[config.mk]
export PLATFORM = sky130hd
export DESIGN_NAME = mario_ctrl
export DESIGN_NICKNAME = d
export VERILOG_FILES = /design/src/rtl/mario_ctrl.sv
export SDC_FILE = /design/constraint.sdc
export NUM_CORES = 1
export LEC_CHECK = 0
export ABC_AREA = 1
export BUFFER_PORTS_ARGS = -buffer_cell sky130_fd_sc_hd__buf_2
export CORE_MARGIN = 2
export CORE_UTILIZATION = 59
export DETAILED_ROUTE_END_ITERATION = 7
export HOLD_SLACK_MARGIN = 0.05
export PLACE_DENSITY = 0.81
export SYNTH_ARGS = -nofsm -noshare
export SYNTH_HDL_FRONTEND = slang
export SYNTH_SLANG_ARGS = --single-unit
export TNS_END_PERCENT = 20
[constraint.sdc]
create_clock -name clk -period 3.5 [get_ports clk]
set_input_delay 0.7 -clock clk [delete_from_list [all_inputs] [get_ports clk]]
set_output_delay 0.7 -clock clk [all_outputs]
set_load 0.01 [all_outputs]
[src/rtl/mario_ctrl.sv]
// Player-character controller: walking, jumping and sprite selection.
// All state advances only on the frame tick strobe.
module mario_ctrl #(
    parameter int X_RESET   = 64,
    parameter int X_MIN     = 0,
    parameter int X_MAX     = 640,
    parameter int GROUND_Y  = 704,
    parameter int WALK_STEP = 4,
    parameter int JUMP_V    = 20,
    parameter int MAX_FALL  = 16,
    parameter int ANIM_DIV  = 4,
    parameter int ID_STAND  = 10,
    parameter int ID_WALK0  = 11,
    parameter int ID_JUMP   = 14,
    parameter int LEFT_OFS  = 8
) (
    input  logic        clk,
    input  logic        rst,
    input  logic        tick,
    input  logic        btn_left,
    input  logic        btn_right,
    input  logic        btn_jump,
    output logic [10:0] mario_x,
    output logic [9:0]  mario_y,
    output logic [5:0]  mario_id,
    output logic        right,
    output logic        airborne
);

    typedef enum logic [1:0] {IDLE, WALK, JUMP_UP, FALL} state_t;

    localparam logic [10:0] X_RESET_W  = 11'(X_RESET);
    localparam logic [10:0] X_MIN_W    = 11'(X_MIN);
    localparam logic [10:0] X_MAX_W    = 11'(X_MAX);
    localparam logic [11:0] X_MIN_12   = 12'(X_MIN);
    localparam logic [11:0] X_MAX_12   = 12'(X_MAX);
    localparam logic [11:0] STEP_12    = 12'(WALK_STEP);
    localparam logic [9:0]  GROUND_W   = 10'(GROUND_Y);
    localparam logic [10:0] GROUND_11  = 11'(GROUND_Y);
    localparam logic [5:0]  JUMP_V_W   = 6'(JUMP_V);
    localparam logic [5:0]  MAX_FALL_W = 6'(MAX_FALL);
    localparam logic [7:0]  ANIM_LAST  = 8'(ANIM_DIV - 1);
    localparam logic [5:0]  ID_STAND_W = 6'(ID_STAND);
    localparam logic [5:0]  ID_WALK0_W = 6'(ID_WALK0);
    localparam logic [5:0]  ID_JUMP_W  = 6'(ID_JUMP);
    localparam logic [5:0]  LEFT_OFS_W = 6'(LEFT_OFS);

    state_t      state, state_n;
    logic [5:0]  vy, vy_n;
    logic        facing_left, facing_n;
    logic [7:0]  anim_cnt, anim_n;
    logic [1:0]  frame, frame_n;
    logic        jump_prev, jump_prev_n;
    logic [10:0] x_n;
    logic [9:0]  y_n;
    logic [5:0]  id_n;
    logic [5:0]  base_id;
    logic        right_n, airborne_n;

    logic        mv_r, mv_l, jump_edge;
    logic [11:0] x_plus, x_minus;
    logic [10:0] y_sum;

    assign mv_r      = btn_right & ~btn_left;
    assign mv_l      = btn_left & ~btn_right;
    assign jump_edge = btn_jump & ~jump_prev;
    assign x_plus    = {1'b0, mario_x} + STEP_12;
    assign x_minus   = {1'b0, mario_x} - STEP_12;
    assign y_sum     = {1'b0, mario_y} + {5'b0, vy};

    always_comb begin
        state_n     = state;
        vy_n        = vy;
        facing_n    = facing_left;
        anim_n      = anim_cnt;
        frame_n     = frame;
        jump_prev_n = jump_prev;
        x_n         = mario_x;
        y_n         = mario_y;
        id_n        = mario_id;
        right_n     = right;
        airborne_n  = airborne;
        base_id     = ID_STAND_W;

        if (tick) begin
            jump_prev_n = btn_jump;
            right_n     = mv_r;

            // Left clamp compares before subtracting so x never wraps below X_MIN
            if (mv_r) begin
                facing_n = 1'b0;
                x_n      = (x_plus > X_MAX_12) ? X_MAX_W : x_plus[10:0];
            end else if (mv_l) begin
                facing_n = 1'b1;
                x_n      = ({1'b0, mario_x} >= X_MIN_12 + STEP_12) ? x_minus[10:0] : X_MIN_W;
            end

            case (state)
                IDLE, WALK: begin
                    if (jump_edge) begin
                        state_n = JUMP_UP;
                        vy_n    = JUMP_V_W;
                    end else begin
                        state_n = (mv_r | mv_l) ? WALK : IDLE;
                    end
                end
                JUMP_UP: begin
                    y_n  = (mario_y >= {4'b0, vy}) ? mario_y - {4'b0, vy} : 10'd0;
                    vy_n = vy - 6'd1;
                    if (vy == 6'd1) state_n = FALL;
                end
                FALL: begin
                    if (y_sum >= GROUND_11) begin
                        y_n     = GROUND_W;
                        vy_n    = 6'd0;
                        state_n = (mv_r | mv_l) ? WALK : IDLE;
                    end else begin
                        y_n  = y_sum[9:0];
                        vy_n = (vy >= MAX_FALL_W) ? MAX_FALL_W : vy + 6'd1;
                    end
                end
                default: state_n = IDLE;
            endcase

            // Entering WALK starts at frame 0; each frame lasts ANIM_DIV ticks
            if (state_n == WALK && state == WALK) begin
                if (anim_cnt == ANIM_LAST) begin
                    anim_n  = 8'd0;
                    frame_n = (frame == 2'd2) ? 2'd0 : frame + 2'd1;
                end else begin
                    anim_n = anim_cnt + 8'd1;
                end
            end else begin
                anim_n  = 8'd0;
                frame_n = 2'd0;
            end

            case (state_n)
                WALK:          base_id = ID_WALK0_W + {4'b0, frame_n};
                JUMP_UP, FALL: base_id = ID_JUMP_W;
                default:       base_id = ID_STAND_W;
            endcase
            id_n       = base_id + (facing_n ? LEFT_OFS_W : 6'd0);
            airborne_n = (state_n == JUMP_UP) || (state_n == FALL);
        end
    end

    always_ff @(posedge clk or negedge rst) begin
        if (!rst) begin
            state       <= IDLE;
            vy          <= 6'd0;
            facing_left <= 1'b0;
            anim_cnt    <= 8'd0;
            frame       <= 2'd0;
            jump_prev   <= 1'b0;
            mario_x     <= X_RESET_W;
            mario_y     <= GROUND_W;
            mario_id    <= ID_STAND_W;
            right       <= 1'b0;
            airborne    <= 1'b0;
        end else begin
            state       <= state_n;
            vy          <= vy_n;
            facing_left <= facing_n;
            anim_cnt    <= anim_n;
            frame       <= frame_n;
            jump_prev   <= jump_prev_n;
            mario_x     <= x_n;
            mario_y     <= y_n;
            mario_id    <= id_n;
            right       <= right_n;
            airborne    <= airborne_n;
        end
    end

endmodule

==> summary.md, run 1 <==
| Metric | Value |
|---|---|
| Post-CTS setup repair buffer count | `0` |
| Most frequent cell after synthesis | `nand2_1` |
| Count of TritonRoute iterations in the first routing pass | `6` |
| Post-synth top cells | `nand2_1, inv_1, nor2_1` |
| WP data required | `3.77 ns` |
| Vias in the first global route | `3014` |
| FP Rows | `28` |
| Worst setup path startpoint | `vy[3]` |
| Num CTS Buffers | `5` |
| Fill cells | `516` |
| Share of the synthesized area in the top cell type | `0.276` |
| Drc violations | `0` |
| Via count | `3289` |
| Core Area | `5850 sq um` |
| Worst r2r dst | `mario_id[1]` |
| Peak supply drop | `0.450 mV` |
| Gpl congestion | `0.940` |
| Flops & latches, synth | `45` |
| # nets final | `543` |
| Die area | `6620 sq um` |
| Avg WL per Cell | `13.8 microns` |
| Setup_tns | `0 ns` |
| Worst setup path end | `mario_id[1]` |
| # hold bufs at CTS | `0` |
| Worst relative slew slack | `0.323` |
| Clk Latency, worst-skew pair | `0.32 ns` |
| Die width | `81.4 microns` |
| Area of the mapped netlist | `3530 sq um` |
| Count of final hold-check violations | `0` |
| Die Height | `81.4 microns` |
| Starting Density | `0.604` |
| CTS clock-pin slew for the worst setup and hold paths | `0.10 ns` |
| HP Start | `mario_id[3]` |
| Final HPWL DP | `6070 microns` |
| R2R Path Start | `vy[3]` |
| Worst min path class | `reg -> reg` |
| Gates resized, CTS repair | `0` |
| Worst EP arrival | `2.98 ns` |
| Pin count of the biggest net entering global routing | `46` |
| Post-Syn Area per Cell | `7.24 sq um` |
| First-pass GRT wire length | `13800 microns` |
| Root buffer cell | `clkbuf_8` |
| FMAX | `0.369 GHz` |
| Worst R2R Path Depth | `18` |
| Setup crit start kind | `register` |
| Antenna violations before repair | `0` |
| Final Cell Area | `3790 sq um` |
| Crit path max fanout | `8` |
| Clk_skew | `0.0119 ns` |
| Placed cell area | `3700 sq um` |
| Critical path type | `reg -> reg` |
| Post-layout minimum cycle time | `2.71 ns` |
| GR Layer Usage met2 | `0.415` |
| # diodes | `0` |
| Ys Warns | `0` |
| Routed Antenna Nets | `0` |
| Post-synth EDFFs | `0` |
| # IOs | `35` |
| Final Max Tran Viols | `0` |
| Post-DR vias/cell | `5.59` |
| CTS tree | `built` |
| FFs w/ async S/R, synth | `1.00` |
| Finish-stage setup viols | `0` |
| Synth unique cells | `41` |
| Clk buf depth | `2` |
| Post-synth top area cell | `dfrtp_1` |
| Total GRT Usage | `0.265` |
| Met3 track demand over resource | `0.0422` |
| Reg2Reg Setup Slack | `0.79 ns` |
| Worst Setup End Kind | `register` |
| # clock sinks | `45` |
| I/O Buffers | `31` |
| Drt first-iter violations | `308` |
| Synth Instances | `488` |
| Status | `complete, no violations` |
| H-tree levels | `2` |
| DRT Wirelength | `8140 microns` |
| Top area cells in the synthesized netlist | `dfrtp_1, nand2_1, ha_1` |
| Unrepaired setup endpoints after global routing | `no` |
| Area Overhead vs Synth | `7.37%` |
| Top FF cell, synth | `dfrtp_1` |
| Worst-Margin Slew | `1.01 ns` |
| Pwr/cell area | `870 nW/um^2` |
| P_leak | `1.92 nW` |
| Post-route clock period utilization | `0.774` |
| Register area share after synthesis | `0.321` |
| Total gr overflow | `0` |
| Grt peak-use layer | `met2` |
| Max-Cap Viols | `0` |
| Share of layout cells above drive strength 1 | `0.146` |
| M1 GR Usage | `0.377` |
layer usage:
metal / part of all wire / wire length, microns
met2: 0.46 / 3710
met1: 0.47 / 3860
met4: 0.015 / 125
met3: 0.055 / 449
met5: 0 / 0
worst max-delay path: stages, from the launching register on:
cell	delay, ns
dfrtp_1	0.45
inv_1	0.13
ha_1	0.42
inv_1	0.16
nand2_1	0.10
nor2_1	0.11
nand2_1	0.08
nand2_1	0.10
nand2_1	0.08
nand3_1	0.10
nand2_2	0.08
nand2_2	0.06
nand2_2	0.08
nand2_4	0.12
nand3_2	0.09
ha_1	0.31
nand3_1	0.08
nand2_1	0.05
nand2_1	0.05
report_power, final:
group          total, mW  leakage (nW)  switching [mW]  internal (mW)
Sequential         0.948         0.553           0.255          0.692
Clock              0.358        0.0447           0.213          0.145
Combinational       1.99          1.32            1.27          0.724
sequential cells by signal, summed over array words and instances, names as in the netlist:
signal,flops
vy,6
state,2
right,1
mario_x,9
anim_cnt,8
frame,2
airborne,1
mario_y,10
mario_id,5
jump_prev,1
final cells by class:
cell class / count / area (sq um) / share of cell area
multi-input combinational: 369 / 2090 / 0.550
tap: 75 / 93.8 / 0.0248
clock buffer: 5 / 68.8 / 0.0182
inverter: 59 / 221 / 0.0584
clock inverter: 3 / 25.0 / 0.00660
timing repair buffer: 32 / 163 / 0.0429
sequential: 45 / 1130 / 0.299
stage by stage:
stage           util  hold slack [ns]  power (mW)  setup slack, ns  std cells
6_report       0.648            0.474        3.30            0.792        588
5_1_grt        0.648            0.510        3.60            0.505        588
3_3_place_gp   0.632            0.458        2.87            0.920        580
2_1_floorplan      -            0.404        2.45             1.06        490
4_1_cts        0.648            0.480        3.27            0.818        588
3_5_place_dp   0.632            0.466        2.91            0.834        580
cell families after synthesis:
logic type | count (synthesis) | share of synthesized area
other | 1 | 0.00106
adder cells (fa/ha/maj) | 25 | 0.0928
buffers and inverters | 76 | 0.0904
XOR/XNOR | 24 | 0.0595
flip-flops | 45 | 0.321
AO/OA/AOI/OAI | 86 | 0.148
AND/OR/NAND/NOR | 231 | 0.287
cell usage in the layout (no fill, tap or decap), types with 4 or more instances in the layout:
cell type | Yosys | final
a21oi_1 | 22 | 22
a22oi_1 | 5 | 5
a31oi_1 | 7 | 7
buf_2 | 2 | 31
clkbuf_8 | 0 | 5
dfrtp_1 | 39 | 39
dfstp_2 | 6 | 6
ha_1 | 23 | 23
inv_1 | 55 | 55
inv_2 | 4 | 4
nand2_1 | 115 | 115
nand2_2 | 4 | 4
nand3_1 | 33 | 33
nand4_1 | 10 | 10
nor2_1 | 51 | 51
nor2_2 | 4 | 4
nor3_1 | 4 | 4
o21ai_0 | 23 | 23
o21ai_1 | 4 | 4
o21ai_2 | 7 | 7
o22ai_1 | 5 | 5
xor2_1 | 22 | 22
worst min path at each step:
stage                       end  slack (ns)  cells past startpoint
finish              mario_id[3]        0.47                      2
detailed placement  mario_id[1]        0.47                      2
floorplan              airborne        0.40                      0
global route        mario_id[3]        0.51                      2
global placement    mario_id[3]        0.46                      2
CTS                 mario_id[1]        0.48                      2
No activity file was read; power rests on OpenSTA's default activity.
==> run 2, diff against run 1 <==
- ABC_AREA: 1 -> 0
- clock period: 3.5 -> 2.7 ns (I/O delays scaled with it)
==> run 2 against run 1 <==
- maximum frequency is 0.82% higher
- first-iteration DRC count decreased by 23%
- cell count shrank 3.7%
- non-clock buffer count is 49 higher
- synthesized cell count fell by 13%
- worst hold slack lost 0.36 ns
- clock skew increased by 0.0044 ns
- via count grew 5.4%
- largest cell class unchanged
==> summary.md, run 2 <==
| Metric | Value |
|---|---|
| Final Max Tran Viols | `0` |
| Critical Path Max Stage Delay | `0.42 ns` |
| Area Overhead vs Synth | `19.5%` |
| Die area | `6710 sq um` |
| CP Depth | `9` |
| Share of the synthesized area in the top cell type | `0.272` |
| Post-layout minimum cycle time | `2.69 ns` |
| Register area share after synthesis | `0.316` |
| Top flop regs | `mario_y x10, mario_x x9, anim_cnt x8` |
| CP max-delay cell | `dfrtp_2` |
| Peak supply drop | `0.733 mV` |
| Multi-input combinational cell area | `2310 sq um` |
| Critical path type | `reg -> reg` |
| Count of TritonRoute iterations in the first routing pass | `5` |
| Finish-stage setup viols | `0` |
| Crit-path cells | `buf_4 -> fa_2 -> nor2b_4 -> or3_4 -> a221oi_4 -> o31a_4 -> a21oi_2 -> o21a_1 -> o32a_1` |
| Setup crit start kind | `register` |
| Final HPWL DP | `6760 microns` |
| Worst R2R Path Depth | `9` |
| Top area cells in the synthesized netlist | `dfrtp_1, ha_1, o21ai_0` |
| Total power draw | `4.97 mW` |
| FFs w/ async S/R, synth | `1.00` |
| Drt first-iter violations | `236` |
| I/O Buffers | `31` |
| Routed Antenna Nets | `0` |
| Reg area | `1130 sq um` |
| # clock sinks | `45` |
| Largest register FFs | `10` |
| Pin count of the biggest net entering global routing | `34` |
| WP data required | `2.93 ns` |
| Post-DR vias/cell | `6.13` |
| Worst min path class | `in -> async` |
| CTS tree | `built` |
| Die width | `81.9 microns` |
| Post-synth EDFFs | `0` |
| P_leak | `1.86 nW` |
| Area of the mapped netlist | `3580 sq um` |
| Starting Density | `0.609` |
| Worst Setup End Kind | `register` |
| Share of layout cells above drive strength 1 | `0.279` |
| Drc violations | `0` |
| Most frequent cell after synthesis | `dfrtp_1` |
| Clk buf depth | `2` |
| Antenna violations before repair | `0` |
| Die Height | `81.9 microns` |
| Fill cells | `438` |
| Pwr/cell area | `1160 nW/um^2` |
| Biggest register | `mario_y` |
| Final Cell Area | `4280 sq um` |
| Core Area | `5890 sq um` |
| Post-synth top cells | `dfrtp_1, nand2_1, o21ai_0` |
| Post-Syn Area per Cell | `8.41 sq um` |
| Post-synth top area cell | `dfrtp_1` |
| Worst EP arrival | `2.92 ns` |
| Num CTS Buffers | `5` |
| FP Rows | `28` |
| First-pass GRT wire length | `15100 microns` |
| Gpl congestion | `0.932` |
| Worst relative slew slack | `0.672` |
| Post-layout util | `0.727` |
| Clk Latency, worst-skew pair | `0.32 ns` |
| Ys Warns | `0` |
| Post-route clock period utilization | `0.995` |
| Synth unique cells | `74` |
| Flops & latches, synth | `45` |
| # nets final | `521` |
| CP bufs+invs | `1` |
| Via count | `3468` |
| Max-Cap Viols | `0` |
| Total GRT Usage | `0.292` |
| Crit path max fanout | `4` |
| Most common cell after layout, fill and taps aside | `buf_4` |
| Total gr overflow | `0` |
| Root buffer cell | `clkbuf_8` |
| Top FF cell, synth | `dfrtp_1` |
| Count of final hold-check violations | `0` |
| Kind of cell adding the most delay to the critical path | `compound AO/OA/AOI/OAI gates` |
| Placed cell area | `4000 sq um` |
| Clk_skew | `0.0162 ns` |
| Vias in the first global route | `3121` |
| FMAX | `0.372 GHz` |
| # diodes | `0` |
| Unrepaired setup endpoints after global routing | `yes` |
| Avg WL per Cell | `17.0 microns` |
| DRT Wirelength | `9600 microns` |
| Setup_tns | `0 ns` |
| # IOs | `35` |
| Most frequent cells in the layout | `buf_4, dfrtp_1, nand2_1, o21ai_0, inv_1` |
| Worst-Margin Slew | `0.488 ns` |
| Status | `complete, no violations` |
| Synth Instances | `426` |
| H-tree levels | `2` |
| CTS clock-pin slew for the worst setup and hold paths | `0.10 ns` |
==> run 2: cell count changes after synthesis, sizes merged, moves of 10 or more <==
cell	previous run	this run
nand2b	0	10
nand2	120	34
inv	59	33
nor2	55	31
xor2	22	0
nand3	37	15
==> run 2: per-stage QoR <==
stage | worst slack [ns] | cells | hold WS [ns]
after global routing | -0.0753 | 566 | 0.116
after CTS | -0.0212 | 559 | 0.115
after detailed placement | -0.128 | 547 | 0.461
final | 0.0138 | 566 | 0.110
after global placement | -0.0994 | 547 | 0.454
after floorplan | 0.0255 | 428 | 0.244
==> run 2: report_power, final <==
part / switching (mW) / internal, mW / total, mW / leakage (nW)
combinational: 1.81 / 1.53 / 3.34 / 1.27
sequential: 0.295 / 0.891 / 1.19 / 0.550
clock: 0.261 / 0.184 / 0.445 / 0.0445
total: 2.37 / 2.60 / 4.97 / 1.86
==> run 2: area by class of cell <==
| type | count | share of cell area |
|---|---|---|
| Clock inverter | 3 | 0.00497 |
| Sequential cell | 45 | 0.265 |
| Multi-Input combinational cell | 324 | 0.539 |
| Tap cell | 75 | 0.0219 |
| Timing Repair Buffer | 81 | 0.124 |
| Inverter | 33 | 0.0289 |
| Clock buffer | 5 | 0.0161 |
==> run 2: worst paths after layout <==
| kind | start | to | slack, ns |
|---|---|---|---|
| max | mario_y[1] | mario_id[1] | 0.01 |
| min | rst | mario_y[1] | 0.11 |
| max reg2reg | mario_y[1] | mario_id[1] | 0.01 |
| min reg2reg | mario_id[3] | mario_id[3] | 0.50 |
| max in group asynchronous | rst | mario_id[1] | 1.80 |
| min in group clk | btn_jump | jump_prev | 0.49 |
==> run 2: cells by family (layout without fill, tap and decap cells) <==
kind of cell             count (synthesis)  in the layout  synth area share
XOR/XNOR                                11             11            0.0269
AND/OR/NAND/NOR                        140            140             0.198
adder cells (fa/ha/maj)                 25             25            0.0915
flip-flops                              45             45             0.316
multiplexers                             7              7            0.0213
AO/OA/AOI/OAI                          138            138             0.273
buffers and inverters                   59            122            0.0716
other                                    1              3           0.00105
==> run 2: layer usage <==
layer / global-route usage / vias to the layer above / share of wire
met5: 0 / - / 0
met4: 0.0683 / 0 / 0.012
met3: 0.0396 / 15 / 0.057
met2: 0.465 / 130 / 0.48
met1: 0.422 / 1660 / 0.45
li1: - / 1663 / -
==> run 2: repair_timing <==
item / CTS / global route
resized for setup: 6 / 16
cloned: 0 / 0
setup endpoints to repair: 11 / 17
hold buffers: 0 / 0
buffers inserted: 4 / 7
pin swaps: 7 / 7
hold endpoints to repair: 0 / 0
